$ cat src/rtl/dot_product_accumulator_pkg.sv
// Shared types and width derivations for the product, popcount tree and accumulator stages.
package dot_product_accumulator_pkg;

  typedef enum logic [1:0] {
    IDLE  = 2'd0,
    ACCUM = 2'd1,
    VALID = 2'd2
  } acc_state_t;

  // Popcount width needed to represent 0..num_prods.
  function automatic int calc_tree_w(input int num_prods);
    return $clog2(num_prods + 1);
  endfunction

  // Largest dot product is every lane at (2**width-1)**2.
  function automatic int calc_acc_w(input int num_prods, input int width);
    return $clog2(num_prods * (2 ** width - 1) ** 2 + 1);
  endfunction

endpackage

$ cat src/rtl/dot_product_accumulator_sat_adder.sv
// Unsigned saturating adder: a + zero-extended b, clamped to all-ones on carry-out.
module sat_adder #(
  parameter int ACC_W  = 12,
  parameter int TREE_W = 5
) (
  input  logic [ACC_W-1:0]  a,
  input  logic [TREE_W-1:0] b,
  output logic [ACC_W-1:0]  sum,
  output logic              sat
);

  localparam int PAD_W = ACC_W + 1 - TREE_W;

  logic [ACC_W:0] wide;

  assign wide = {1'b0, a} + {{PAD_W{1'b0}}, b};
  assign sat  = wide[ACC_W];
  assign sum  = sat ? {ACC_W{1'b1}} : wide[ACC_W-1:0];

endmodule

$ cat src/rtl/dot_product_accumulator.sv
// Accumulates per-cycle popcounts into a dot product, then offers it with a threshold spike
// over valid/ready; a watchdog aborts runs whose lanes never all report done.
module dot_product_accumulator
  import dot_product_accumulator_pkg::*;
#(
  parameter int NUM_PRODS = 16,
  parameter int WIDTH     = 4,
  parameter int TREE_W    = calc_tree_w(NUM_PRODS),
  parameter int ACC_W     = calc_acc_w(NUM_PRODS, WIDTH),
  parameter int TIMEOUT   = (2 ** WIDTH) ** 2 + 4
) (
  input  logic                 clk,
  input  logic                 reset_n,
  input  logic                 start,
  input  logic [TREE_W-1:0]    sum_in,
  input  logic [NUM_PRODS-1:0] pb_done,
  input  logic [ACC_W-1:0]     threshold,
  output logic [ACC_W-1:0]     acc_out,
  output logic                 spike,
  output logic                 acc_valid,
  input  logic                 acc_ready,
  output logic                 busy,
  output logic                 overflow,
  output logic                 timeout_err,
  output logic                 dropped
);

  localparam int CNT_W = $clog2(TIMEOUT + 1);

  acc_state_t       state_q, state_d;
  logic [ACC_W-1:0] acc_q, acc_d;
  logic [CNT_W-1:0] cnt_q, cnt_d;
  logic [ACC_W-1:0] thr_q, thr_d;
  logic [ACC_W-1:0] acc_out_q, acc_out_d;
  logic             spike_q, spike_d;
  logic             overflow_q, overflow_d;
  logic             timeout_err_q, timeout_err_d;
  logic             dropped_q, dropped_d;

  logic [ACC_W-1:0] acc_sum;
  logic             acc_sat;
  logic             lanes_done;
  logic             watchdog;

  sat_adder #(
    .ACC_W (ACC_W),
    .TREE_W(TREE_W)
  ) u_sat_adder (
    .a  (acc_q),
    .b  (sum_in),
    .sum(acc_sum),
    .sat(acc_sat)
  );

  // Done flags seen in the first ACCUM cycle may be stale from the previous run.
  assign lanes_done = (&pb_done) && (cnt_q != '0);
  assign watchdog   = (cnt_q == CNT_W'(TIMEOUT - 1));

  // NOTE: every _d gets its hold value first, so no path through the case leaves it unassigned (no latch).
  always_comb begin
    state_d       = state_q;
    acc_d         = acc_q;
    cnt_d         = cnt_q;
    thr_d         = thr_q;
    acc_out_d     = acc_out_q;
    spike_d       = spike_q;
    overflow_d    = overflow_q;
    timeout_err_d = timeout_err_q;
    dropped_d     = 1'b0;

    if (start) begin
      state_d       = ACCUM;
      acc_d         = '0;
      cnt_d         = '0;
      thr_d         = threshold;
      overflow_d    = 1'b0;
      timeout_err_d = 1'b0;
      dropped_d     = (state_q == VALID) && !acc_ready;
    end else begin
      case (state_q)
        ACCUM: begin
          acc_d = acc_sum;
          cnt_d = cnt_q + 1'b1;
          if (acc_sat) overflow_d = 1'b1;
          if (lanes_done || watchdog) begin
            state_d   = VALID;
            acc_out_d = acc_sum;
            spike_d   = (acc_sum >= thr_q);
            if (!lanes_done) timeout_err_d = 1'b1;
          end
        end
        VALID: begin
          if (acc_ready) state_d = IDLE;
        end
        default: state_d = IDLE;
      endcase
    end
  end

  // NOTE: sequential state uses non-blocking assignments so every flop samples pre-edge values.
  always_ff @(posedge clk or negedge reset_n) begin
    if (!reset_n) begin
      state_q       <= IDLE;
      acc_q         <= '0;
      cnt_q         <= '0;
      thr_q         <= '0;
      acc_out_q     <= '0;
      spike_q       <= 1'b0;
      overflow_q    <= 1'b0;
      timeout_err_q <= 1'b0;
      dropped_q     <= 1'b0;
    end else begin
      state_q       <= state_d;
      acc_q         <= acc_d;
      cnt_q         <= cnt_d;
      thr_q         <= thr_d;
      acc_out_q     <= acc_out_d;
      spike_q       <= spike_d;
      overflow_q    <= overflow_d;
      timeout_err_q <= timeout_err_d;
      dropped_q     <= dropped_d;
    end
  end

  assign acc_out     = acc_out_q;
  assign spike       = spike_q;
  assign acc_valid   = (state_q == VALID);
  assign busy        = (state_q == ACCUM);
  assign overflow    = overflow_q;
  assign timeout_err = timeout_err_q;
  assign dropped     = dropped_q;

endmodule

$ cat config.mk
export PLATFORM = sky130hd
export DESIGN_NAME = dot_product_accumulator
export DESIGN_NICKNAME = d
export VERILOG_FILES = /design/src/rtl/dot_product_accumulator_pkg.sv /design/src/rtl/dot_product_accumulator_sat_adder.sv /design/src/rtl/dot_product_accumulator.sv
export SDC_FILE = /design/constraint.sdc
export NUM_CORES = 1
export LEC_CHECK = 0
export BUFFER_PORTS_ARGS = -buffer_cell sky130_fd_sc_hd__buf_2
export CAP_MARGIN = 20
export CORE_AREA = 2 2 111 80
export CTS_BUF_LIST = sky130_fd_sc_hd__clkbuf_8
export CTS_CLUSTER_DIAMETER = 200
export CTS_CLUSTER_SIZE = 8
export DETAILED_ROUTE_END_ITERATION = 12
export DIE_AREA = 0 0 113 82
export GPL_ROUTABILITY_DRIVEN = 0
export PLACE_DENSITY_LB_ADDON = 0.08
export SETUP_SLACK_MARGIN = 0.02
export SLEW_MARGIN = 10
export SYNTH_ARGS = -nofsm -noshare
export SYNTH_HDL_FRONTEND = slang
export SYNTH_SLANG_ARGS = --single-unit
$ cat constraint.sdc
create_clock -name clk -period 4.1 [get_ports clk]
set_clock_uncertainty 0.1 [all_clocks]
set_input_delay 0.205 -clock clk [delete_from_list [all_inputs] [get_ports clk]]
set_output_delay 0.205 -clock clk [all_outputs]
set_load 0.02 [all_outputs]
# Word-level counts from Yosys, hierarchy flattened
# Cells that the tools add are included.
# W data, S select, Z words.
[word_totals] inputBits=37 n_memories=0 latch_bits=0 mem_bits_rw=0 word_cells=49 rom_bits=0 register_bits=51
[classes] mux=17 n_bitwise=1 addsub=2 shift=0 multipliers=0 n_lt_le_gt_ge=1 reduce_logical=13 div_mod_pow=0 eq_ne=6
[ops] operator="$mux W12" n=3
[ops] operator="$mux W9" n=2
[ops] operator="$reduce_and A16 Y1" n=1
[ops] operator="$add A12 B5 Y13" n=1
[ops] operator="$ge A12 B12 Y1" n=1
[ops] operator="$add A9 B1 Y9 const B" n=1
[ops] operator="$eq A9 B9 Y1 const B" n=1
[ops] operator="$reduce_bool A9 Y1" n=1
[ops] operator="$mux W1" n=8
[ops] operator="$mux W2" n=3
[ops] operator="$ne A3 B2 Y1 const B" n=2
[ops] operator="$reduce_and A3 Y1" n=2
[ops] operator="$reduce_bool A2 Y1" n=3
[ops] operator="$pmux W2 S2" n=1
[ops] operator="$reduce_and A2 Y1" n=2
[ops] operator="$eq A2 B1 Y1 const B" n=1
[ops] operator="$eq A2 B2 Y1 const B" n=1
[ops] operator="$logic_and A1 B1 Y1" n=2
[ops] operator="$ne A2 B2 Y1 const B" n=1
[ops] operator="$logic_not A1 Y1" n=1
[ops] operator="$logic_or A1 B1 Y1" n=1
[ops] operator="$not A1 Y1" n=1

# Longest topological paths before layout
# Gate-level depths: netlist (run 1).
[logic_depth] ltp_word=6 ltp_mapped=12 depth_no_buf=12

# Modules after synthesis
# A second synthesis (run 1) with hierarchy kept.
[unflattened] cells_unflattened=286 area_unflattened_um2=2811.4
[by_module_without_submodules] mod="dot_product_accumulator" cells_each=232 instances=1 area_per_inst_um2=2416.1
[by_module_without_submodules] mod="sat_adder" cells_each=54 instances=1 area_per_inst_um2=395.4

# Worst setup path after synthesis (run 1)
# OpenSTA, ideal clock, no wires.
[synth_timing] path_kind="register to register" from="register acc_q[0]" to="register spike_q, in the netlist spike" path_slack_ns=1.127 arrival_time_ns=2.749 path_stages_with_launch=11 period_less_slack_ns=2.973 required_ns=3.875 cell_sequence="dfrtp_1 ha_1 fa_1 a21oi_1 o21ai_0 nor2b_1 or3b_2 ha_1 a21oi_1 o21ai_0 mux2_2"
[synth_between] elab_chain_len=3
[synth_lines] element="start, declared" line="dot_product_accumulator.sv:31" source="logic [ACC_W-1:0] acc_q, acc_d;"
[synth_lines] element="start signal, assigned" line="dot_product_accumulator.sv:104" source="acc_q <= '0;"
[synth_lines] element="start signal, assigned" line="dot_product_accumulator.sv:114" source="acc_q <= acc_d;"
[synth_lines] element="$add A12 B5 Y13" line="dot_product_accumulator_sat_adder.sv:16" source="assign wide = {1'b0, a} + {{PAD_W{1'b0}}, b};"
[synth_lines] element="$mux W12" line="dot_product_accumulator_sat_adder.sv:18" source="assign sum = sat ? {ACC_W{1'b1}} : wide[ACC_W-1:0];"
[synth_lines] element="via acc_sum[11]" line="dot_product_accumulator.sv:40" source="logic [ACC_W-1:0] acc_sum;"
[synth_lines] element="$ge A12 B12 Y1" line="dot_product_accumulator.sv:88" source="spike_d = (acc_sum >= thr_q);"
[synth_lines] element="end signal, assigned" line="dot_product_accumulator.sv:118" source="spike_q <= spike_d;"
[synth_lines] element="end, declared" line="dot_product_accumulator.sv:35" source="logic spike_q, spike_d;"
# The timed path passes the listed nets, and every way through them passes these cells.
# A chain may end at the register's enable or synchronous reset.

# Final worst setup path (run 1)
[layout_timing] from="register acc_q[4]" to="register spike_q, in the netlist spike"
[layout_between] elab_chain_len=3
[layout_lines] element="$add A12 B5 Y13" line="dot_product_accumulator_sat_adder.sv:16"
[layout_lines] element="$mux W12" line="dot_product_accumulator_sat_adder.sv:18"
[layout_lines] element="$ge A12 B12 Y1" line="dot_product_accumulator.sv:88"
# Every way passes these cells.

==> run_results.csv, run 1 <==
group,metric,value,unit
floorplanning,initial_core_util,33.94,%
clock_network,ctsResizeCount,0,
timing,slew_viol_final,0,
yosys,yosysUniqueCellTypes,44,
status,outcome,"finished with violations",
min_path,hp-class,"in -> reg",
setup_path,crit_type,"reg -> reg",
grt,grt_pass1_wl,10.46,mm
timing,rsz0062_at_grt,"false",
setup_path,path_cells,"ha_1 -> nand2_1 -> o21ai_0 -> nor2b_1 -> nor2_1 -> ha_1 -> nor3b_1 -> o21ai_0 -> a21oi_1 -> o21ai_0 -> mux2_2",
yosys,yosys_warnings,0,
power,sequentialPowerShare,48.2,%
yosys,synth.top_cells.by_area,"dfrtp_1 45%, ha_1 8.5%, mux2_2 6.0%",
grt,grt.total_usage,14.79,%
clock_network,cts_tree,"done",
yosys,synth-seq-cells,51,
timing,finalHoldViolCount,0,
power,leakage,1.710,nW
routing,drtIter0Drc,149,
floorplanning,fp-row-count,28,
power,p_clk_share,25.6,%
routing,drc,3,
setup_path,path_common_cell,"o21ai_0",
floorplanning,ios,55,
clock_network,root_buffer,"clkbuf_8",
routing,wl_per_cell,14.17,um
timing,timing.final.crit_period,3.619,ns
floorplanning,die_h,82,um
clock_network,clkLatencyLatePin,0.32,ns
setup_path,worst-path-buf-inv,0,
final_layout,final_net_count,411,
routing,via_per_inst,4.837,
yosys,async_flop_share,100.0,%
floorplanning,die_area,9266,um^2
final_layout,insertedDiodeCount,0,
timing,worst_pin_slew,0.9148,ns
clock_network,ctsLongestPathBuffers,2,
power,internal_power,0.0007777,W
power,power_density,342.3,nW/um^2
yosys,synthesis.area,2806,um^2
place,io_buffers,54,
grt,grt_max_degree,52,
setup_path,startpoint_type,"flop",
setup_path,arrival,3.73,ns
setup_path,slowest_stage,"o21ai_0",
timing,post-route-period-util,88.28,%
clock_network,cts_buffers,5,
timing,fmax,276.3,MHz
power,ir_drop,0.1207,mV
timing,tns,0,ns
floorplanning,die_x,113,um
grt,grt.overflow.total,0,
timing,slew_headroom,39.01,%
clock_network,cts_sinks,51,
routing,wirelength,6.516,mm
yosys,yosysSeqAreaShare,45.47,%
clock_network,cts_hold_buffers,11,
grt,grt_pass1_vias,1979,
yosys,yosys.area.top_type,"dfrtp_1",
yosys,syn-num-nets,349,
timing,whs,0.008278,ns
yosys,synth_edf_count,0,
status,violations,"DRC",
setup_path,max_stage_delay,0.57,ns
yosys,synthCells,292,
flow_run,drv_cap,0,
place,dp_hpwl,4.576,mm
power,p_sw,0.0003754,W
setup_path,crit_fanout,7,
setup_path,crit_path_end_kind,"flop",
power,power.share.combinational,26.2,%
floorplanning,coreArea,8268,um^2
setup_path,crit_family,"simple AND/OR/NAND/NOR gates",
final_layout,layout-drive-gt1-share,23.94,%
power,swShare,32.55,%
clock_network,clk_pin_slew_worst_paths,0.10,ns
final_layout,synthToLayoutAreaGrowth,20.02,%
clock_network,htreeDepth,2,
clock_network,post_cts_buffers,0,
grt,grt_antenna_before_repair,0,
timing,final-setup-viol-count,0,
yosys,synth_top_flop_cell,"dfrtp_1",
yosys,synth_top_area_share,45.47,%
yosys,avgSynthCellArea,9.611,um^2
routing,drt_pass1_iterations,8,
routing,num_vias,2225,
routing,antenna_left,0,
setup_path,required,4.21,ns
==> cell type report <==
type                            count  area [um^2]
Fill cell                         832         4900
Inverter                           19        71.32
Clock buffer                        5        68.82
Tap cell                          105        131.4
Sequential cell                    51         1276
Clock inverter                      3        16.27
Timing Repair Buffer               68        402.9
Multi-Input combinational cell    209         1401
==> final timing paths <==
path / cells past startpoint / to / startpoint / slack, ns
max in group asynchronous: 3 / thr_q[3]$_DFFE_PN0P_ / reset_n / 3.01
min in group asynchronous: 3 / acc_q[4]$_DFFE_PN0P_ / reset_n / 0.44
setup / recovery: 11 / spike$_DFFE_PN0P_ / acc_q[4]$_DFFE_PN0P_ / 0.48
hold reg to reg: 2 / timeout_err$_DFFE_PN0P_ / timeout_err$_DFFE_PN0P_ / 0.40
hold / removal: 3 / thr_q[6]$_DFFE_PN0P_ / threshold[6] / 0.008
setup reg to reg: 11 / spike$_DFFE_PN0P_ / acc_q[4]$_DFFE_PN0P_ / 0.48
==> placed cells by master, fill, tap and decap left out, types with 8 or more instances in the layout <==
master / count
nand4_1: 10
mux2_2: 15
dlygate4sd3_1: 11
inv_1: 20
buf_2: 54
a21oi_1: 15
nor2_1: 25
nand2_1: 32
nor3_1: 8
o21ai_0: 20
dfrtp_1: 51
ha_1: 19
==> metrics by stage <==
step / worst slack, ns / instance area (um^2) / std cells / total power [W] / util (%)
global route: 0.2139 / 3368 / 460 / 0.001237 / 40.74
finish: 0.4805 / 3368 / 460 / 0.001153 / 40.74
floorplan: 1.127 / 2806 / 292 / 0.0007679 / -
global placement: 0.6967 / 3173 / 441 / 0.0008582 / 38.38
CTS: 0.5675 / 3368 / 460 / 0.001172 / 40.74
detailed placement: 0.6520 / 3173 / 441 / 0.0008594 / 38.38
==> tightest hold or removal path, cell delays in order <==
cell and delay [ns]:
buf_2 0.08, nand2_1 0.05, o21ai_0 0.06
==> flip-flops by register name (all words and copies together), names as in the netlist <==
| name | cells |
|---|---|
| acc_out | 12 |
| acc_q | 12 |
| cnt_q | 9 |
| dropped | 1 |
| overflow | 1 |
| spike | 1 |
| state_q | 2 |
| thr_q | 12 |
| timeout_err | 1 |
==> logic make-up after synthesis <==
logic type	Yosys count	share of synthesized area [%]
buffers and inverters	32	4.592
flip-flops	51	45.47
AND/OR/NAND/NOR	108	19.35
XOR/XNOR	8	2.497
adder cells (fa/ha/maj)	20	9.184
AO/OA/AOI/OAI	57	12.53
multiplexers	16	6.375
==> cell usage after synthesis (2+ instances only) <==
cell type	n
nand2_1	32
mux2_2	15
a211oi_1	2
inv_1	19
buf_1	2
nor3_1	8
nor4_1	2
nor2_1	25
ha_1	19
nor2b_1	3
or3_1	2
a311oi_1	2
dfrtp_1	51
nand4_1	10
nor3b_1	4
clkbuf_1	9
o31a_1	2
o21a_1	3
or4_4	2
nand3_1	5
o211ai_1	2
nand2b_1	5
xnor2_1	3
and3_1	5
a21o_1	4
xor2_1	5
a21oi_1	15
o21ai_0	20
==> power groups by stage <==
stage | Combinational (W) | Clock [W] | Sequential [W]
floorplan | 0.000213 | 0 | 0.000555
global placement | 0.000292 | 0 | 0.000567
detailed placement | 0.000294 | 0 | 0.000565
CTS | 0.000304 | 0.000312 | 0.000556
global route | 0.000347 | 0.000330 | 0.000560
finish | 0.000302 | 0.000295 | 0.000556
==> metal layers <==
layer	wire (um)	GRT usage [%]	part of all wire, %
met1	3485	22.11	53
met2	2656	20.42	41
met3	266	3.690	4.1
met4	107	5.488	1.6
met5	0	0	0
(Power assumes the default switching activity.)
==> run 2, diff against run 1 <==
BUFFER_PORTS_ARGS = default   (was -buffer_cell sky130_fd_sc_hd__buf_2)
DONT_BUFFER_PORTS = 1   (was default)
==> run_results.csv, run 2 (synthesis results as in run 1) <==
group,metric,value,unit
clock_network,ctsLongestPathBuffers,2,
timing,tns,0,ns
grt,grt.total_usage,15.60,%
setup_path,crit_family,"simple AND/OR/NAND/NOR gates",
setup_path,crit_path_end_kind,"flop",
routing,wl_per_cell,16.54,um
floorplanning,die_area,9266,um^2
grt,met2_usage,22.34,%
final_layout,insertedDiodeCount,0,
grt,top_usage_layer,"met1",
timing,setup_ws,0.5915,ns
timing,rsz0062_at_grt,"false",
final_layout,final_cell_mix,"51 x dfrtp_1, 32 x nand2_1, 25 x nor2_1",
grt,gr-usage-met3,3.985,%
setup_path,slowest_stage,"o21ai_0",
timing,fmax,285.0,MHz
routing,num_vias,2123,
setup_path,worst-path-buf-inv,0,
grt,grt_pass1_wl,11.01,mm
timing,slew_headroom,50.18,%
floorplanning,fp-row-count,28,
final_layout,synthToLayoutAreaGrowth,13.60,%
timing,final-setup-viol-count,0,
routing,drc,3,
timing,post-route-period-util,85.57,%
clock_network,clkLatencyLatePin,0.32,ns
floorplanning,die_h,82,um
final_layout,layout-drive-gt1-share,10.46,%
routing,antenna_left,0,
power,power_density,366.4,nW/um^2
timing,slew_viol_final,0,
power,leakage,1.515,nW
min_path,hp-class,"in -> reg",
floorplanning,die_x,113,um
setup_path,startpoint_type,"flop",
floorplanning,ios,55,
grt,use_met1,23.26,%
routing,wirelength,6.799,mm
setup_path,path_cells,"ha_1 -> nand2_1 -> o21ai_0 -> nor2b_1 -> nor2_1 -> ha_1 -> nor3b_1 -> o21ai_0 -> a21oi_1 -> o21ai_0 -> mux2_2",
clock_network,cts_buffers,5,
floorplanning,initial_core_util,33.94,%
place,place_ws,0.6433,ns
grt,grt_pass1_vias,2062,
setup_path,required,4.21,ns
place,dp_hpwl,4.570,mm
clock_network,root_buffer,"clkbuf_8",
setup_path,crit_fanout,7,
power,ir_drop,0.1315,mV
clock_network,clk_pin_slew_worst_paths,0.10,ns
status,violations,"DRC",
final_layout,final_net_count,362,
clock_network,cts_sinks,51,
setup_path,crit_type,"reg -> reg",
routing,drt_pass1_iterations,8,
setup_path,arrival,3.61,ns
status,outcome,"finished with violations",
clock_network,cts_tree,"done",
grt,grt.overflow.total,0,
timing,finalHoldViolCount,0,
grt,grt_max_degree,52,
grt,grt_antenna_before_repair,0,
floorplanning,coreArea,8268,um^2
routing,via_per_inst,5.165,
clock_network,htreeDepth,2,
clock_network,ctsResizeCount,0,
routing,drtIter0Drc,88,
timing,timing.final.crit_period,3.508,ns
timing,whs,0.05756,ns
flow_run,drv_cap,0,
final_layout,final_common_cell,"dfrtp_1",
setup_path,path_common_cell,"o21ai_0",
setup_path,max_stage_delay,0.62,ns
place,io_buffers,0,
timing,worst_pin_slew,0.7394,ns
run 2: changes by cell type in the layout (fill, tap and decap cells not counted), sizes merged:
cell / change
buf: -53
clkbuf: +1
clkinvlp: -1
dlygate4sd3: +4
run 2: path summary, 6_finish.rpt:
kind,cells after the start,start,slack (ns),to
hold / removal,2,start,0.06,acc_q[8]$_DFFE_PN0P_
max in group asynchronous,2,reset_n,3.36,acc_out[10]$_DFFE_PN0P_
setup / recovery,11,acc_q[4]$_DFFE_PN0P_,0.59,spike$_DFFE_PN0P_
hold reg to reg,2,thr_q[10]$_DFFE_PN0P_,0.44,thr_q[10]$_DFFE_PN0P_
setup reg to reg,11,acc_q[4]$_DFFE_PN0P_,0.59,spike$_DFFE_PN0P_
min in group asynchronous,2,reset_n,0.30,cnt_q[0]$_DFFE_PN0P_
run 2: stage by stage:
stage,utilization [%],power [W],std cells,cell area (um^2)
after floorplan,-,0.0007679,292,2806
after global placement,35.02,0.0008308,386,2895
after detailed placement,35.02,0.0008283,386,2895
after CTS,38.56,0.001184,411,3188
after global routing,38.56,0.001258,411,3188
final,38.56,0.001168,411,3188
run 2: cell type report:
class                      instances  area (um^2)
clock inverter                     2        12.51
inverter                          19        71.32
sequential                        51         1276
clock buffer                       6        82.58
tap                              105        131.4
multi-input combinational        209         1401
timing repair buffer              19        212.7
fill                             853         5080
run 2: routing by layer:
| layer | vias to the layer above | routed length [um] |
|---|---|---|
| met1 | 1024 | 3575 |
| met5 | - | 0 |
| met3 | 8 | 362 |
| li1 | 1051 | - |
| met2 | 40 | 2798 |
| met4 | 0 | 61 |
run 2: where the power goes:
group | leakage [nW] | switching [W] | internal (W) | total (W)
clock | 0.0526 | 0.000179 | 0.000136 | 0.000315
sequential | 0.671 | 0.0000240 | 0.000532 | 0.000556
combinational | 0.792 | 0.000174 | 0.000123 | 0.000297
run 2: timing repair:
item	CTS	global route
hold endpoints to repair	87	0
hold buffers	17	0
setup buffers	0	0
